--- src/rtl/tempsense_sar_ctrl_pkg.sv ---
// Shared definitions for the tempsense SAR controller: FSM encodings and default timing.
package tempsense_sar_ctrl_pkg;

  typedef logic [2:0] sar_state_t;

  localparam sar_state_t ST_IDLE   = 3'd0;
  localparam sar_state_t ST_WARMUP = 3'd1;
  localparam sar_state_t ST_SETTLE = 3'd2;
  localparam sar_state_t ST_DECIDE = 3'd3;
  localparam sar_state_t ST_DONE   = 3'd4;

  localparam int DEF_BITWIDTH      = 6;
  localparam int DEF_WARMUP_CYCLES = 8;
  localparam int DEF_SETTLE_CYCLES = 4;

  function automatic int max_int(input int a, input int b);
    return (a > b) ? a : b;
  endfunction

endpackage

--- src/rtl/tempsense_sar_ctrl_sync2.sv ---
// Two-flop synchronizer for the asynchronous comparator output.
module tempsense_sync2 (
  input  logic clk,
  input  logic reset_n,
  input  logic async_in,
  output logic sync_out
);

  logic meta;

  always_ff @(posedge clk or negedge reset_n) begin
    if (!reset_n) begin
      meta     <= 1'b0;
      sync_out <= 1'b0;
    end else begin
      meta     <= async_in;
      sync_out <= meta;
    end
  end

endmodule

--- src/rtl/tempsense_sar_ctrl.sv ---
// Successive-approximation controller for the temperature-sensor DAC: binary-searches the DAC
// code that matches the sensor voltage and reports it with a one-cycle valid pulse.
module tempsense_sar_ctrl
  import tempsense_sar_ctrl_pkg::*;
#(
  parameter int BITWIDTH      = DEF_BITWIDTH,
  parameter int WARMUP_CYCLES = DEF_WARMUP_CYCLES,
  parameter int SETTLE_CYCLES = DEF_SETTLE_CYCLES
) (
  input  logic                clk,
  input  logic                reset_n,
  input  logic                start_i,
  input  logic                comp_i,
  output logic [BITWIDTH-1:0] dac_data_o,
  output logic                dac_enable_o,
  output logic                busy_o,
  output logic [BITWIDTH-1:0] result_o,
  output logic                result_valid_o
);

  localparam int K_W   = (BITWIDTH > 1) ? $clog2(BITWIDTH) : 1;
  localparam int CNT_W = $clog2(max_int(WARMUP_CYCLES, SETTLE_CYCLES) + 1);

  localparam logic [K_W-1:0]      K_TOP       = K_W'(BITWIDTH - 1);
  localparam logic [CNT_W-1:0]    WARMUP_LAST = CNT_W'(WARMUP_CYCLES - 1);
  localparam logic [CNT_W-1:0]    SETTLE_LAST = CNT_W'(SETTLE_CYCLES - 1);
  localparam logic [BITWIDTH-1:0] MID_CODE    = BITWIDTH'(1) << (BITWIDTH - 1);

  sar_state_t          state;
  logic [K_W-1:0]      k;
  logic [CNT_W-1:0]    cnt;
  logic                comp_s;
  logic [BITWIDTH-1:0] trial;

  tempsense_sync2 u_comp_sync (
    .clk      (clk),
    .reset_n  (reset_n),
    .async_in (comp_i),
    .sync_out (comp_s)
  );

  assign busy_o = (state != ST_IDLE);

  // The DAC code register doubles as the SAR register, so the DAC only ever sees registered codes.
  always_comb begin
    trial = dac_data_o;
    if (comp_s) trial[k] = 1'b0;
    if (k != '0) trial[k - 1'b1] = 1'b1;
  end

  always_ff @(posedge clk or negedge reset_n) begin
    if (!reset_n) begin
      state          <= ST_IDLE;
      k              <= '0;
      cnt            <= '0;
      dac_data_o     <= '0;
      dac_enable_o   <= 1'b0;
      result_o       <= '0;
      result_valid_o <= 1'b0;
    end else begin
      result_valid_o <= 1'b0;
      case (state)
        ST_IDLE: begin
          if (start_i) begin
            dac_data_o   <= MID_CODE;
            k            <= K_TOP;
            cnt          <= '0;
            dac_enable_o <= 1'b1;
            state        <= ST_WARMUP;
          end
        end
        ST_WARMUP: begin
          if (cnt == WARMUP_LAST) begin
            cnt   <= '0;
            state <= ST_SETTLE;
          end else begin
            cnt <= cnt + 1'b1;
          end
        end
        ST_SETTLE: begin
          if (cnt == SETTLE_LAST) begin
            cnt   <= '0;
            state <= ST_DECIDE;
          end else begin
            cnt <= cnt + 1'b1;
          end
        end
        ST_DECIDE: begin
          dac_data_o <= trial;
          if (k != '0) begin
            k     <= k - 1'b1;
            cnt   <= '0;
            state <= ST_SETTLE;
          end else begin
            state <= ST_DONE;
          end
        end
        ST_DONE: begin
          result_o       <= dac_data_o;
          result_valid_o <= 1'b1;
          dac_enable_o   <= 1'b0;
          dac_data_o     <= '0;
          state          <= ST_IDLE;
        end
        default: state <= ST_IDLE;
      endcase
    end
  end

endmodule

--- config.mk ---
export PLATFORM = sky130hd
export DESIGN_NAME = tempsense_sar_ctrl
export DESIGN_NICKNAME = d
export VERILOG_FILES = /design/src/rtl/tempsense_sar_ctrl_pkg.sv /design/src/rtl/tempsense_sar_ctrl_sync2.sv /design/src/rtl/tempsense_sar_ctrl.sv
export SDC_FILE = /design/constraint.sdc
export NUM_CORES = 1
export LEC_CHECK = 0
export CAP_MARGIN = 20
export CORE_UTILIZATION = 50
export CTS_BUF_LIST = sky130_fd_sc_hd__clkbuf_2
export DETAILED_ROUTE_END_ITERATION = 6
export PLACE_DENSITY = 0.79
export SYNTH_ARGS = -nofsm -noshare
export SYNTH_HDL_FRONTEND = slang
export SYNTH_SLANG_ARGS = --single-unit
--- constraint.sdc ---
create_clock -name clk -period 1.4 [get_ports clk]
set_input_delay 0.35 -clock clk [delete_from_list [all_inputs] [get_ports clk]]
set_output_delay 0.35 -clock clk [all_outputs]
set_load 0.005 [all_outputs]
==> impl_results.md, run 1 <==
* Outcome: complete, but fails checks
* Failing checks: setup timing
* Hold-fix buffers, CTS at 0
* Worst-path cell chain: nor2_2 > nand2_1 > buf_2
* Peak Freq at 661 MHz
* Num CTS Buffers at 3
* Antenna Nets Post-Route at 0
* Slowest Stage Delay on Critical Path at 460 ps
* Ant diodes at 0
* Average wire per standard cell at 17.1 um
* Synth top area share at 50.3%
* Pwr dens at 719 nW/um^2
* Final instance area at 1870 sq um
* Final RePlAce weighted congestion at 0.879
* Crit. End Element: primary output
* Clock Sinks at 26
* Number of unique standard cell types used by synthesis at 36
* Synth Flop Type: dfrtp_1
* YS warnings at 0
* Final HPWL DP at 2110 um
* Total core area at 2450 sq um
* Netlist Area Pre-Place at 1290 sq um
* Final setup viols at 13
* Peak VDD IR at 690 uV
* Grt ovf at 0
* Crit-path leading delay family: flip-flops
* CTS tree: done
* Crit path DAT at 1160 ps
* First-pass GRT wire length at 5260 um
* Max stage delay cell, worst path: dfrtp_1
* H-Tree Level Count at 1
* Critical path class: flip-flop to primary output
* Pwr Total at 1.35 mW
* Adder-cell share of the synthesized area at 2.90%
* Total number of vias at 1,192
* Row Count at 18
* Register area share after synthesis at 50.3%
* Max-slew violations at 0
* Layout cell share with drive strength beyond 1 at 48.6%
* Total Routing Usage GR at 26.8%
* Vias per Instance at 5.81
* CP Buf/Inv Count at 1
* Worst-skew pair later-pin latency at 400 ps
* R2R depth at 4
* Stages on worst setup path at 3
* Setup crit end: busy_o
* Mux contribution to synthesized area at 5.22%
* Reg2reg setup slack at -90 ps
* Async SR Flop Fraction at 100%
* Syn_area_per_cell at 10.3 sq um
* Layout Skew at 25.8 ps
* Cell taking the most area after synthesis: dfrtp_1
* PnR worst setup slack at -113 ps
* Startpoint Class: flip-flop
* Max-cap violations at 0
* # port buffers at 18
* Fin crit period at 1510 ps
* Simple-gate share of the synthesized area at 21.5%
* Syn Inst Count at 126
* Chip width at 52.9 um
* Non-Filler Instances at 205
* DRC Markers at 0
* Die area at 2790 sq um
* CP required at 1050 ps
* Total Wirelength at 3500 um
* Fillers at 154
* Vert. Die Dim at 52.9 um
* Most numerous cell in the Yosys netlist: dfrtp_1
* Largest cells by area after synthesis: dfrtp_1 50%, nand2_1 5.2%, mux2_1 5.2%, nand3_1 3.9%, a21oi_1 3.5%
* Reg clk slew, reported paths at 280 ps
* Pin count of the biggest net entering global routing at 27
* Synth Net Count at 133
* Router iterations before antenna repair at 4
* Largest family of logic cells by synthesized area: simple AND/OR/NAND/NOR gates
* Worst Tran Pin Value at 360 ps
* Fin. Hold Viols at 0
* Syn-to-layout area delta at 44.6%
* P_leak at 0.862 nW
* Reg-to-Reg End: result_o[0]
* Initial Utilization at 52.7%
* Tcrit/Tclk final at 108%
* Synth Area in XOR/XNOR at 1.35%
* Vias in the first global route at 1,182
* Post-synth top cells: 26 x dfrtp_1, 18 x nand2_1, 10 x nand3_1, 9 x a21oi_1
* Max-slew headroom at 75.7%
* DP Area at 1670 sq um
* RSZ-0062 raised after global routing: true
* CP Max Fanout at 2
* Initial antenna violation count at 0
* Setup TNS Final at -813 ps
* # IOs at 19
* Complex-gate fraction of the synthesized area at 15.1%
* Nets at 183
* Initial drt markers at 35
* #FFs+latches synth at 26
* Worst hold path type: primary input to asynchronous set/reset pin
* Dpl cells at 189
* Number of flops mapped to enable cells by yosys at 0
* Worst-case clock buffer depth at 2
* CP startpoint: state[0]
* FF-to-FF Start: state[0]
* Root buf cell: clkbuf_2
-- cell type report --
class	count	area [sq um]	area share [%]
Inverter	5	18.8	1.00
Clock buffer	3	15.0	0.803
Tap cell	30	37.5	2.01
Multi-Input combinational cell	91	757	40.5
Sequential cell	26	651	34.8
Timing Repair Buffer	49	362	19.3
Clock inverter	1	30.0	1.61
-- worst min-delay path by stage --
stage,slack (ps),start,end,cells after the start
floorplan,50,reset_n,cnt[0],0
global placement,330,u_comp_sync.meta,u_comp_sync.sync_out,0
detailed placement,330,u_comp_sync.meta,u_comp_sync.sync_out,0
CTS,280,reset_n,dac_data_o[2],2
global route,260,reset_n,dac_data_o[3],2
finish,250,reset_n,state[0],2
-- layout by cell type, fill, tap and decap left out, types with 2 or more instances in the layout --
cell type and n:
a21o_1 2, dfrtp_1 26, a31oi_1 3, o211ai_1 2, a21oi_1 4, clkbuf_2 16, nor2b_1 2, mux2_4 6
o21ai_2 2, inv_2 5, nand2_2 2, nor3b_1 2, nand2_1 15, a21oi_4 2, a21oi_2 3, nand4_1 3
buf_6 3, nand3_1 9, nand2b_4 2, xor2_1 2, buf_4 27, clkdlybuf4s50_1 3, o21ai_1 4, ha_4 2
nor2_1 4, buf_2 2
-- through the flow --
stage	hold WS, ps	util, %	setup slack [ps]
2_1_floorplan	54.4	-	-6.57
3_3_place_gp	333	67.9	-87.6
3_5_place_dp	335	67.9	-123
4_1_cts	281	74.6	-71.7
5_1_grt	256	76.2	-170
6_report	246	76.2	-113
-- repair_timing --
item	4_1_cts	5_1_grt
pin swaps	12	5
gates resized for setup	48	31
gates cloned	0	0
setup buffers	13	3
endpoints found under the setup margin	25	31
-- metal layers --
metal / track usage [%] / wire (um) / vias to the layer above / share of wire, %
met5: 0 / 0 / - / 0
met4: 10.5 / 69 / 0 / 2.0
met1: 32.2 / 1420 / 588 / 41
met3: 3.45 / 132 / 7 / 3.8
li1: - / - / 553 / -
met2: 47.9 / 1880 / 44 / 54
-- flip-flops by register name, summed over array words and instances, names as in the netlist --
name / cells
dac_data_o: 6
k: 3
u_comp_sync.sync_out: 1
result_o: 6
result_valid_o: 1
dac_enable_o: 1
u_comp_sync.meta: 1
state: 3
cnt: 4
-- report_power, final --
part           switching (mW)  total, mW  leakage [nW]  internal (mW)
clock network           0.254      0.499        0.0266          0.246
registers             0.00632      0.769         0.338          0.763
logic                  0.0350     0.0766         0.498         0.0416
-- logic make-up (layout without fill, tap and decap cells) --
family	count (synthesis)	count (layout)
simple gates	50	50
compound gates	30	30
flops	26	26
buf+inv	9	58
mux	6	6
fa+ha+maj	3	3
xor+xnor	2	2
Note: power is estimated with default switching activity, not from simulation.
==> inputs of run 2 (changes only) <==
--- a/config.mk
+++ b/config.mk
@@ -5,7 +5,6 @@
 export SDC_FILE = /design/constraint.sdc
 export NUM_CORES = 1
 export LEC_CHECK = 0
-export CAP_MARGIN = 20
 export CORE_UTILIZATION = 50
 export CTS_BUF_LIST = sky130_fd_sc_hd__clkbuf_2
 export DETAILED_ROUTE_END_ITERATION = 6
==> results of run 2 <==
The final DEF is identical to that of run 1; final timing and power are the same.
